## src/rtl/rvx_ring_request_initiator.sv

```systemverilog
// Ring request initiator: injects a one-beat request packet into the ring, then waits for
// the matching response (or a timeout). All other ring traffic passes straight through.
module rvx_ring_request_initiator #(
    parameter int                        HEADER_WIDTH    = 8,
    parameter int                        PAYLOAD_WIDTH   = 32,
    parameter int                        TARGET_ID_WIDTH = 4,
    parameter logic [HEADER_WIDTH-1:0]   REQ_HEADER      = 8'hA1,
    parameter logic [HEADER_WIDTH-1:0]   RSP_HEADER      = 8'hA2,
    parameter int unsigned               TIMEOUT_CYCLES  = 255
) (
    input  logic                                      clk,
    input  logic                                      rst,
    input  logic                                      rx_valid,
    input  logic [HEADER_WIDTH+PAYLOAD_WIDTH-1:0]     rx_data,
    output logic                                      rx_ready,
    output logic                                      tx_valid,
    output logic [HEADER_WIDTH+PAYLOAD_WIDTH-1:0]     tx_data,
    input  logic                                      tx_ready,
    input  logic                                      req_valid,
    output logic                                      req_ready,
    input  logic [TARGET_ID_WIDTH-1:0]                req_target,
    input  logic [PAYLOAD_WIDTH-TARGET_ID_WIDTH-1:0]  req_data,
    output logic                                      rsp_valid,
    output logic [PAYLOAD_WIDTH-TARGET_ID_WIDTH-1:0]  rsp_data,
    output logic                                      rsp_timeout,
    input  logic                                      rsp_ready,
    output logic [1:0]                                state_dbg
);

    localparam int          PKT_W      = HEADER_WIDTH + PAYLOAD_WIDTH;
    localparam int          DATA_W     = PAYLOAD_WIDTH - TARGET_ID_WIDTH;
    localparam int          CNT_W      = (TIMEOUT_CYCLES > 1) ? $clog2(TIMEOUT_CYCLES) : 1;
    localparam int unsigned LIMIT      = (TIMEOUT_CYCLES == 0) ? 0 : TIMEOUT_CYCLES - 1;
    localparam logic [CNT_W-1:0] LIMIT_C = CNT_W'(LIMIT);
    localparam bit          TIMEOUT_EN = (TIMEOUT_CYCLES != 0);

    typedef enum logic [1:0] {
        S_IDLE = 2'd0,
        S_SEND = 2'd1,
        S_WAIT = 2'd2,
        S_DONE = 2'd3
    } state_t;

    state_t           state;
    logic [PKT_W-1:0] pkt;
    logic [CNT_W-1:0] cnt;
    logic             rsp_hit;

    // Handshake: a beat moves on any cycle where valid and ready are both high;
    // a producer keeps valid (and its data) steady until that cycle.
    assign rsp_hit   = rx_valid && (rx_data[PKT_W-1 -: HEADER_WIDTH] == RSP_HEADER);
    assign state_dbg = state;
    assign req_ready = !rst && (state == S_IDLE);
    assign rsp_valid = !rst && (state == S_DONE);

    always_comb begin
        tx_valid = 1'b0;
        tx_data  = rx_data;
        rx_ready = 1'b0;
        if (!rst) begin
            case (state)
                S_SEND: begin
                    tx_valid = 1'b1;
                    tx_data  = pkt;
                end
                S_WAIT: begin
                    // A response is swallowed here and never reaches tx.
                    if (rsp_hit) begin
                        rx_ready = 1'b1;
                    end else begin
                        tx_valid = rx_valid;
                        rx_ready = tx_ready;
                    end
                end
                default: begin
                    tx_valid = rx_valid;
                    rx_ready = tx_ready;
                end
            endcase
        end
    end

    always_ff @(posedge clk) begin
        if (rst) begin
            state       <= S_IDLE;
            pkt         <= '0;
            cnt         <= '0;
            rsp_data    <= '0;
            rsp_timeout <= 1'b0;
        end else begin
            case (state)
                S_IDLE: begin
                    if (req_valid) begin
                        pkt   <= {REQ_HEADER, req_target, req_data};
                        state <= S_SEND;
                    end
                end
                S_SEND: begin
                    cnt <= '0;
                    if (tx_ready) state <= S_WAIT;
                end
                S_WAIT: begin
                    cnt <= cnt + 1'b1;
                    if (rsp_hit) begin
                        rsp_data    <= rx_data[DATA_W-1:0];
                        rsp_timeout <= 1'b0;
                        state       <= S_DONE;
                    end else if (TIMEOUT_EN && (cnt == LIMIT_C)) begin
                        rsp_data    <= '0;
                        rsp_timeout <= 1'b1;
                        state       <= S_DONE;
                    end
                end
                default: begin
                    if (rsp_ready) state <= S_IDLE;
                end
            endcase
        end
    end

endmodule
```

## config.mk

```make
export PLATFORM = sky130hd
export DESIGN_NAME = rvx_ring_request_initiator
export DESIGN_NICKNAME = d
export VERILOG_FILES = /design/src/rtl/rvx_ring_request_initiator.sv
export SDC_FILE = /design/constraint.sdc
export NUM_CORES = 1
export LEC_CHECK = 0
export CAP_MARGIN = 20
export CORE_MARGIN = 4
export CORE_UTILIZATION = 23
export CTS_CLUSTER_DIAMETER = 50
export DETAILED_ROUTE_END_ITERATION = 7
export PLACE_DENSITY = 0.48
export SLEW_MARGIN = 20
export SYNTH_ARGS = -nofsm -noshare
export SYNTH_HDL_FRONTEND = slang
export SYNTH_SLANG_ARGS = --single-unit
```

## constraint.sdc

```tcl
create_clock -name clk -period 2.5 [get_ports clk]
set_clock_uncertainty 0.1 [all_clocks]
set_input_delay 0.375 -clock clk [delete_from_list [all_inputs] [get_ports clk]]
set_output_delay 0.375 -clock clk [all_outputs]
set_load 0.03 [all_outputs]
```

==> results summary, run 1 <==
The flow ran to the end, and the final reports show no timing, DRC or antenna violations. The most used flip-flop cell after synthesis is dfxtp_1. The wire length of the first global-routing pass is 17.23 mm.

The count of nets left with antenna violations after detail routing is 0. The clock transition time at the flip-flop clock pins of the worst setup and hold paths came out at 50 ps. The final instance area is approximately 5200 µm². The tree is rooted in a clkbuf_16. The die covers 15530 µm². The design draws 4.066 mW. Once placement finished, the instance area stood at 4957 µm². The maximum number of pins on one net before global-route repair came out at 40.

After synthesis the netlist holds a flip-flop and latch count of 72. The post-route worst setup slack came out at around 53 ps. Combinational cells account for about a third of the total power. The clock period minus final worst setup slack is ~2400 ps. The share of total power dissipated in the clock network is 32.7%. Yosys mapped a number of flops with a built-in enable equal to 0. The clock passes through at most 2 buffers. The power per cell area is 777.3 nW/µm². The post-synth net total came out at approximately 420. The fraction of final layout cells sized beyond drive strength 1 came out at ~17%. The final number of hold-violating endpoints came out at 0. Across every metal layer, demand over resource in global routing totals 13.82%.

The critical path goes through clkdlybuf4s50_1 -> or4b_4 -> buf_4 -> nor3_4 -> a21oi_1 -> nor2_1 -> buf_4. The number of global-route vias before repair is 3213. The maximum net fanout on the critical path came out at 2.

After the first detailed-routing iteration, the DRC count stood at 115. On the critical path, the stage with the largest delay is an instance of or4b_4. The total CTS buffers came out at 9. The portion of the post-synthesis area used by sequential elements came out at between 40% and 50%.

The worst setup path is captured at a primary output. The final wirelength came out at ~11 mm. In the routed design, unresolved DRC markers number 0. The worst hold path belongs to the class register to register. In this design, the stage delay of the slowest critical-path cell is around 530 ps. The most frequent standard cell in the layout excluding fill and tap cells is clkdlybuf4s50_1. The synthesized instance count came out at roughly 340.

The final antenna diode count is 0. The sequential cells in the finished layout cover a total of 1443 µm². The number of fill cells in the layout is ~1300.

The number of maximum-capacitance constraint violations came out at 0. Summing over every cut layer, the via total after detailed routing is 3046. The kind of cell adding the most delay to the critical path is simple AND/OR/NAND/NOR gates.

The setup slack after placement is -232.7 ps. The library cells used most frequently in the layout, excluding fill and tap cells, are clkdlybuf4s50_1 (108), nand2_1 (77), dfxtp_1 (71). The required time reported for the critical path endpoint came out at around 2000 ps. Summed over all nets, the switching power comes to 1.354 mW. The weighted congestion at the end of routability-driven global placement came out at 0.7511. The total I/O pin count came out at approximately 150. The signed area change from the synthesized netlist to the final layout came out at 67.24%. The number of antenna violations at the first check in global routing is 0. The core box area came out at 13300 µm². The final critical path takes up 97.86% of the cycle. Summing every instance area after synthesis gives ~3100 µm². In this run the vertical extent of the chip is roughly 120 µm.

The proportion of power drawn by flip-flops and latches is 32.2%. STA classifies the critical path startpoint as an input pin. Counting stages on the worst path, the most repeated cell is buf_4. The total setup violations reported at the end of the flow is 0. Setup repair after global routing could not meet its margin everywhere. The global-route congestion overflow total is 0. The initial cell density of the core came out at between 20% and 30%. The utilization after layout is 39.35%. The clock net sink count is 72. The critical setup path kind is input pin to primary output. In the final layout, the multi-input gates occupy between 1500 and 2000 µm².

The final layout net count came out at just under 600. The switching share of power is 33.30%. Clock latency on the worst-skew pair, taken at its later pin, is 330 ps.

The per-cell via count in the routed design is between 4 and 5. The floorplan step set the die width to 124.6 µm. During placement, the flow inserted port buffers numbering approximately 150. For this run, the number of Yosys warnings is 0. The smallest hold slack came out at 350.3 ps. The placed wire-length estimate came out at roughly 7.7 mm. The total leakage power is approximately 2.1 nW. The signal arrival time at the worst endpoint came out at 1970 ps. The count of buffer and inverter cells on the critical path came out at 3.

The row count came out at 42. The first detailed-routing pass took 4 iterations. After detailed routing, the average wire length per cell comes to 15.78 µm. Static timing analysis puts the maximum clock frequency at roughly 410 MHz. The count of cell types in the netlist is 33. The worst pin sits at a relative slew slack of between 60% and 70%. The maximum ir drop on the vdd rail is 267.0 µV.

The H-tree was split into 3 levels. The count of final max-slew check failures came to 0. TritonCTS built the clock tree. The post-synthesis async set-or-reset flop share came out at 0%. The pin slew with the least headroom to its limit is 452.4 ps. The internal portion of the total power is 2.712 mW.

A synthesized cell averages approximately 9 µm².
## power by group through the flow
stage	clock, mW	sequential [mW]	combinational, mW
final	1.33	1.31	1.43
after CTS	1.38	1.31	1.47
after detailed placement	0	1.33	1.51
after floorplan	0	1.34	0.823
after global placement	0	1.33	1.52
after global routing	1.42	1.32	1.56
## layer usage
layer	GRT usage, %	up-vias	wire (µm)
met5	0	-	0
met4	6.061	0	216
met3	4.503	14	690
met2	22.39	103	4899
met1	16.74	1417	4896
li1	-	1512	-
## worst min-delay path: stages, from the launching register on
cell and delay, ps:
dfxtp_1 300, nand2_1 50, a21oi_1 50
## kinds of logic after synthesis
kind of cell    synth area share, %
buf+inv                       4.920
compound gates                17.00
fa+ha+maj                     2.400
xor+xnor                      1.120
simple gates                  16.32
flops                         46.08
mux                           12.16
## sequential cells by signal (all words and copies together), names as in the netlist
name / count
rsp_timeout: 1
state_dbg: 2
pkt: 33
cnt: 8
rsp_data: 28
## through the flow
step / TNS, ps / std cells
after detailed placement: -1298 / 662
final: 0 / 678
after global routing: -26.39 / 678
after CTS: 0 / 678
after floorplan: 0 / 338
after global placement: -907.5 / 662
## layout make-up
type	instances	share of cell area, %
flip-flops and latches	72	27.58
clock inverters	2	0.7175
inverters	7	0.5023
well taps	176	4.210
multi-input cells	234	29.63
clock buffers	13	5.166
repair buffers	174	32.19
## cell usage after synthesis, types with 2 or more instances
cell / number / share of area, %
nand2_1: 78 / 9.4
dfxtp_1: 72 / 46
a21oi_1: 39 / 6.2
a32o_1: 28 / 9.0
mux2_2: 27 / 9.7
clkbuf_1: 17 / 2.0
nor2_1: 13 / 1.6
and2_1: 6 / 1.2
ha_1: 6 / 2.4
inv_1: 6 / 0.72
mux2_1: 5 / 1.8
buf_6: 4 / 1.4
nand4_1: 4 / 0.80
xor2_1: 4 / 1.1
buf_1: 3 / 0.36
nor2b_1: 3 / 0.60
or3_1: 3 / 0.60
and3_1: 2 / 0.40
mux2i_1: 2 / 0.64
nand3_1: 2 / 0.32
o21ai_0: 2 / 0.32
## worst paths after layout
kind,from,end,slack (ps),cells past startpoint
worst max-delay path,rx_data[34],rx_ready,50,7
worst min-delay path,pkt[2]$_SDFFE_PP0P_,pkt[2]$_SDFFE_PP0P_,350,2
worst max register to register,state_dbg[0]$_SDFFE_PP0P_,cnt[7]$_SDFFE_PP0N_,760,6
worst min register to register,pkt[2]$_SDFFE_PP0P_,pkt[2]$_SDFFE_PP0P_,350,2
## timing repair
action / in CTS / in global routing
buffers inserted: 1 / 0
setup endpoints to repair: 34 / 4
pin swaps: 1 / 0
gates resized for setup: 36 / 7
hold buffers: 0 / 0
No activity file was read; power rests on OpenSTA's default activity.
==> inputs of run 2 (changes only) <==
--- a/config.mk
+++ b/config.mk
@@ -10,7 +10,7 @@
 export CORE_UTILIZATION = 23
 export CTS_CLUSTER_DIAMETER = 50
 export DETAILED_ROUTE_END_ITERATION = 7
-export PLACE_DENSITY = 0.48
+export PLACE_DENSITY = 0.49
 export SLEW_MARGIN = 20
 export SYNTH_ARGS = -nofsm -noshare
 export SYNTH_HDL_FRONTEND = slang
==> constraint.sdc (replaced) <==
create_clock -name clk -period 2.1 [get_ports clk]
set_clock_uncertainty 0.1 [all_clocks]
set_input_delay 0.315 -clock clk [delete_from_list [all_inputs] [get_ports clk]]
set_output_delay 0.315 -clock clk [all_outputs]
set_load 0.03 [all_outputs]
==> run 2 against run 1 <==
  * Sequential power grew 20%
  * First-iteration DRC count grew 29%
  * Hold slack gained 1.5 ps
  * Highest routed layer unchanged
  * Wire length grew 5.9%
  * Critical path type is now register to primary output
  * Sequential share of layout area shrank 2.5 points
  * Largest power group unchanged
==> results summary, run 2 (synthesized netlist as in run 1, its figures left out) <==
The signal arrival time at the worst endpoint is 1670 ps (-300 ps). The smallest hold slack was 351.9 ps (+1.535 ps). In this run the worst hold path is classified as register to register. The CTS root buffer is clkbuf_16. The sequential cell area was 1446 µm² (+0.26%). The reported net switching power is 1.785 mW (+32%). The y dimension of the die was 124.6 µm (unchanged). The row count came to 42 (unchanged). The global-route congestion overflow total came out at 0 (unchanged). TritonCTS built the clock tree. The count of nets left with antenna violations after detail routing came out at 0 (unchanged). The worst slew slack as a fraction of its limit came out at 76.43% (+6.6 points).

The DRC violations left came to 0 (unchanged). The core box area came out at 13300 µm² (unchanged). The final layout net count came out at 600 (+3.1%). The kind of cell with the highest combined delay along the critical path is buffers and inverters. Setup repair after global routing could not meet its margin everywhere. The maximum number of pins on one net before global-route repair is 23 (-43%).

The flow ran to the end, and the final reports show no timing, DRC or antenna violations. The maximum clock frequency is between 400 and 500 MHz. The fraction of final layout cells sized beyond drive strength 1 is 29.42% (+13 points). The placed wire-length estimate is 7.901 mm (+2.0%). The per-cell via count in the routed design was 4.467 (-0.57%). In the layout the commonest cells are clkdlybuf4s50_1 (100), nand2_1 (77), dfxtp_1 (70). The number of standard cells in the layout, taps in and fillers out is 696 (+2.7%). The final antenna diode count came to 0 (unchanged). The clock net sink count came out at 72 (unchanged). The initial cell density of the core came to 23.53% (unchanged). The total I/O pin count came out at 153 (unchanged).

The number of maximum-capacitance constraint violations is 0 (unchanged). The final number of hold-violating endpoints was 0 (unchanged). The worst path uses 99.06% of the clock period.

The total setup violations reported at the end of the flow came out at 0 (unchanged). The weighted congestion at the end of routability-driven global placement came out at 0.7316 (-2.6%). The number of violations reported at the end of detailed-routing iteration 0 came to 148 (+29%). The clock transition time at the flip-flop clock pins of the worst setup and hold paths is 60 ps (about the same). The proportion of power drawn by flip-flops and latches is 28.7% (-3.5 points). The largest registers in the layout are pkt (33), rsp_data (28), cnt (8). The die footprint was 15530 µm² (unchanged).

The number of fill cells in the layout came out at 1307 (-1.9%). The number of global-route vias before repair is 3208 (-0.16%). The count of buffer and inverter cells on the critical path came out at 3 (unchanged). The clock latency reported for the late side of the worst-skew pair was 320 ps (about the same).

The count of final max-slew check failures came to 0 (unchanged). The number of buffers on the longest clock path is 2 (unchanged). The worst path in the final design needs a cycle of roughly 2100 ps, including I/O delays and setup. The number of antenna violations at the first check in global routing is 0 (unchanged). The signed area change from the synthesized netlist to the final layout came out at 84.56%.

The critical path's slowest cell is dfxtp_2. The critical path is of the register to primary output type. The pin slew with the least headroom to its limit came out at 355.0 ps (-97.45 ps). The proportion of power drawn by the clock network is 29.9% (-2.8 points). The final wirelength is 11.34 mm (+5.9%). The signal on the critical path passes through inv_4 -> ha_4 -> nand2_8 -> clkbuf_16 -> mux2_4 -> buf_6. The required time reported for the critical path endpoint came out at 1680 ps (-350 ps). The cell count after placement came out at 672 (+1.5%). The post-detailed-route wirelength per cell came out at 16.29 µm (+3.2%).

Ranked by flip-flop count, first place goes to pkt. The setup total negative slack is 0 ps (unchanged). The number of buffers added on ports came out at 152 (unchanged). The combinational fraction of design power came to 41.3% (+6.2 points). The number of flip-flops under the largest register name came out at 33 (unchanged). The switching share of power is 32.65% (-0.66 points). The CTS H-tree depth is 3 (unchanged). The maximum ir drop on the vdd rail came to 368.3 µV (+38%). The area of combinational cells with multiple inputs is 1743 µm² (+12%). The power per cell area is 947.1 nW/µm² (+22%). The number of detailed-route iterations in the first pass was 4 (unchanged).

The horizontal extent of the die was 124.6 µm (unchanged). The worst setup path is captured at a primary output. The wire length of the first global-routing pass is 17.17 mm (-0.32%). Leaving out fill and tap cells, the most frequent cell in the layout is clkdlybuf4s50_1. STA classifies the critical path startpoint as a register.

The maximum net fanout on the critical path is 6 (+4). The delay of the slowest cell on the worst path is 350 ps (-180 ps). The post-route worst setup slack came to 19.66 ps (-33.76 ps). The total leakage power came out at 2.411 nW (+17%). The utilization after layout came out at 43.42% (+4.1 points). The setup slack after placement was -555.7 ps (-323.1 ps).

The cell internal power dissipation is 3.683 mW (+36%). The total number of vias was 3109 (+2.1%). The global-route usage over all layers is 13.66% (-0.16 points).

The total CTS buffers came out at 9 (unchanged).
[run 2: power by group through the flow]
stage / combinational [mW] / clock [mW] / sequential, mW
finish: 2.26 / 1.64 / 1.57
global route: 2.42 / 1.76 / 1.59
CTS: 1.91 / 1.69 / 1.56
detailed placement: 1.92 / 0 / 1.59
global placement: 1.92 / 0 / 1.59
floorplan: 1.02 / 0 / 1.60
[run 2: what timing repair did]
action                                  CTS  global route
endpoints found under the setup margin   44            42
setup buffers                             2             3
hold buffers                              0             0
pin swaps                                 6             7
resized for setup                       211            83
cloned                                    0             4
hold endpoints to repair                  0             0
[run 2: cell type report]
cell class,count,area share [%]
timing repair buffer,192,34.85
multi-input combinational,234,30.19
sequential,72,25.05
clock buffer,10,4.140
tap,176,3.814
clock inverter,5,1.409
inverter,7,0.5418
[run 2: through the flow]
step	instance area, µm²	power, mW
after floorplan	3163	2.621
after global placement	5057	3.502
after detailed placement	5057	3.512
after CTS	5323	5.155
after global routing	5773	5.764
final	5773	5.468
[run 2: final timing paths]
path                                                start                         to  slack [ps]  cells after the start
worst min register to register        pkt[5]$_SDFFE_PP0P_        pkt[5]$_SDFFE_PP0P_         350                      2
worst max register to register  state_dbg[0]$_SDFFE_PP0P_  rsp_data[16]$_SDFFE_PP0P_         300                      7
worst max-delay path            state_dbg[1]$_SDFFE_PP0P_                tx_data[28]          20                      6
worst min-delay path                  pkt[5]$_SDFFE_PP0P_        pkt[5]$_SDFFE_PP0P_         350                      2
[run 2: worst register-to-register path, cell delays in order, from the launching register on]
cell and delay, ps:
dfxtp_4 370, inv_1 80, buf_4 140, ha_2 190, buf_4 160, and3_1 230
buf_4 210, a32o_1 210
[run 2: per-layer routing]
layer  GRT usage (%)  wire [µm]
met1           17.16       5147
met2           22.81       5466
met3           3.774        578
met4           4.126        145
met5               0          0
==> inputs of run 3 (changes only) <==
--- a/config.mk
+++ b/config.mk
@@ -7,11 +7,10 @@
 export LEC_CHECK = 0
 export CAP_MARGIN = 20
 export CORE_MARGIN = 4
-export CORE_UTILIZATION = 23
+export CORE_UTILIZATION = 37
 export CTS_CLUSTER_DIAMETER = 50
 export DETAILED_ROUTE_END_ITERATION = 7
-export PLACE_DENSITY = 0.49
-export SLEW_MARGIN = 20
+export PLACE_DENSITY = 0.74
 export SYNTH_ARGS = -nofsm -noshare
 export SYNTH_HDL_FRONTEND = slang
 export SYNTH_SLANG_ARGS = --single-unit
==> run 3 against run 2 <==
  * The flow now finishes with violations (setup timing)
  * Sequential share of layout area is 0.80 points higher
  * Sequential cell count stayed put
  * Wire length is 7.2% lower
  * Utilization is 25 points higher
  * Setup slack worse by 82 ps
  * Largest power group unchanged
==> results summary, run 3 (synthesized netlist as in run 1, its figures left out) <==
The flow ran to the end, but the final reports show violations. The final reports fail on setup timing. The die footprint came out at 9989 µm² (-36%). The maximum net fanout on the critical path came out at 6 (unchanged). The utilization after layout is 68.10% (+25 points). The y dimension of the die is 99.95 µm (-20%).

The weighted congestion at the end of routability-driven global placement is 0.7966 (+8.9%). The maximum number of pins on one net before global-route repair was 39 (+70%). The number of antenna violations at the first check in global routing came to 0 (unchanged). The switching share of power is 33.52% (+0.87 points). The maximum clock frequency was 462.5 MHz (-3.8%). The count of nets left with antenna violations after detail routing is 0 (unchanged).

The per-cell via count in the routed design is 5.017 (+12%). The kind of launch point of the worst setup path is a register. The required time reported for the critical path endpoint came out at 1680 ps (about the same).

The number of flip-flops under the largest register name came out at 33 (unchanged). The wire length of the first global-routing pass came out at 15.55 mm (-9.4%). The setup total negative slack is -611.6 ps (-611.6 ps). The cell depth of the worst flop-to-flop path is 7 (unchanged).

The critical path goes through inv_4 -> ha_4 -> nand2_8 -> bufbuf_16 -> mux2_2 -> buf_6. STA classifies the critical path endpoint as a primary output. The final number of hold-violating endpoints is 0 (unchanged).

The number of maximum-capacitance constraint violations came out at 0 (unchanged). The total setup violations reported at the end of the flow was 18 (+18). The initial cell density of the core was 38.07% (+15 points). The count of buffer and inverter cells on the critical path came out at 3 (unchanged). The clock period minus final worst setup slack came out at 2162 ps (+82.00 ps). The signal arrival time at the worst endpoint is 1750 ps (+80 ps). The maximum ir drop on the vdd rail came out at 405.0 µV (+10%).

The clock transition time at the flip-flop clock pins of the worst setup and hold paths is 80 ps (+20 ps). The critical setup path kind is register to primary output. The post-detailed-route wirelength per cell came out at 16.65 µm (+2.2%).

The kind of cell adding the most delay to the critical path is buffers and inverters. The DRC violations left is 0 (unchanged). The global-route congestion overflow total was 0 (unchanged). The number of detailed-route iterations in the first pass is 4 (unchanged). The smallest hold slack is 356.3 ps (+4.410 ps).

The worst slew slack as a fraction of its limit is 70.95% (-5.5 points). The row count is 33 (-21%). The combinational fraction of design power came out at 44.3% (+3.0 points). The core box area came out at 8217 µm² (-38%). The global-route usage over all layers came out at 19.62% (+6.0 points).

The number of violations reported at the end of detailed-routing iteration 0 came out at 61 (-59%). The count of final max-slew check failures came out at 0 (unchanged). The placed wire-length estimate came out at 7.293 mm (-7.7%). The total I/O pin count is 153 (unchanged). The signed area change from the synthesized netlist to the final layout is 78.88%. The CTS tree is built. The total leakage power came out at 2.330 nW (-3.3%). The most frequent standard cell in the layout excluding fill and tap cells is clkdlybuf4s50_1. The clock latency reported for the late side of the worst-skew pair is 330 ps (about the same). The proportion of power drawn by the clock network came out at 25.5% (-4.4 points). The final wirelength was 10.52 mm (-7.2%). The cell depth of the worst setup path came out at 6 (unchanged). The cell internal power dissipation is 3.446 mW (-6.4%). The post-route worst setup slack came out at -62.35 ps (-82.00 ps). The pin slew with the least headroom to its limit is 435.7 ps (+80.71 ps). Leaving out fill and tap cells, the most frequent cells in the layout are clkdlybuf4s50_1 (101), nand2_1 (77), dfxtp_1 (70). The classification of the worst-slack hold path is register to register. The CTS H-tree depth is 3 (unchanged). The number of buffers on the longest clock path came out at 2 (unchanged).

The proportion of power drawn by flip-flops and latches came to 30.2% (+1.5 points). Setup repair after global routing could not meet its margin everywhere. The root buffer cell chosen for the clock tree is clkbuf_8.

The largest registers in the layout are pkt (33), rsp_data (28), cnt (8). The number of buffers added on ports came to 152 (unchanged). The clock net sink count is 72 (unchanged).

The fraction of final layout cells sized beyond drive strength 1 came out at 30.74% (+1.3 points). The final antenna diode count came out at 0 (unchanged). The number of global-route vias before repair is 3217 (+0.28%).

The power per cell area came to 926.5 nW/µm² (-2.2%). The total CTS buffers is 9 (unchanged). The power consumption is 5.184 mW (-5.2%). The delay of the slowest cell on the worst path is 360 ps (about the same). The slowest stage of the critical path is the dfxtp_2 cell.

The fraction of the cycle the final worst path needs came out at 103.0% (+3.9 points). The setup slack after placement is -539.2 ps (+16.58 ps). The final layout net count came out at 606 (+1.0%).

pkt holds more flip-flops than any other register. The total number of vias is 3171 (+2.0%). The horizontal extent of the die is 99.95 µm (-20%). The hold path depth is 2 (unchanged). The reported net switching power came out at 1.737 mW (-2.7%).
run 3: final timing paths:
check | startpoint | endpoint | slack, ps
worst max-delay path | state_dbg[1]$_SDFFE_PP0P_ | tx_data[16] | -60
worst min-delay path | pkt[23]$_SDFFE_PP0P_ | pkt[23]$_SDFFE_PP0P_ | 360
worst max register to register | state_dbg[1]$_SDFFE_PP0P_ | cnt[7]$_SDFFE_PP0N_ | 280
worst min register to register | pkt[23]$_SDFFE_PP0P_ | pkt[23]$_SDFFE_PP0P_ | 360
run 3: power groups by stage:
stage | clock network [mW] | logic (mW) | registers [mW]
final | 1.32 | 2.29 | 1.57
after global routing | 1.42 | 2.43 | 1.58
after CTS | 1.36 | 1.97 | 1.55
after detailed placement | 0 | 1.90 | 1.58
after global placement | 0 | 1.87 | 1.58
after floorplan | 0 | 1.02 | 1.60
run 3: area by class of cell:
| class | instances | area (µm²) |
|---|---|---|
| Clock inverter | 6 | 116.4 |
| Sequential cell | 72 | 1446 |
| Timing Repair Buffer | 198 | 2041 |
| Multi-Input combinational cell | 234 | 1699 |
| Fill cell | 653 | 2621 |
| Inverter | 7 | 33.78 |
| Tap cell | 105 | 131.4 |
| Clock buffer | 10 | 127.6 |
run 3: through the flow:
stage | cells | instance area [µm²]
final | 632 | 5595
after global routing | 632 | 5595
after CTS | 623 | 5258
after detailed placement | 603 | 4969
after global placement | 603 | 4969
after floorplan | 338 | 3163
run 3: repair_timing:
action,CTS,global route
pin swaps,5,4
endpoints found under the setup margin,43,43
buffers inserted,3,8
resized for setup,224,66
endpoints found under the hold margin,0,0
gates cloned,1,1
hold buffers,0,0
run 3: per-layer routing:
| layer | part of all wire (%) | vias up | wire, µm | track usage (%) |
|---|---|---|---|---|
| li1 | - | 1565 | - | - |
| met1 | 41 | 1482 | 4326 | 23.10 |
| met2 | 51 | 112 | 5324 | 34.17 |
| met3 | 6.7 | 12 | 702 | 5.003 |
| met4 | 1.6 | 0 | 167 | 7.458 |
| met5 | 0 | - | 0 | 0 |
run 3: tightest hold or removal path: stages (launching register included):
cell and delay, ps:
dfxtp_1 310, nand2_1 50, a21oi_1 50
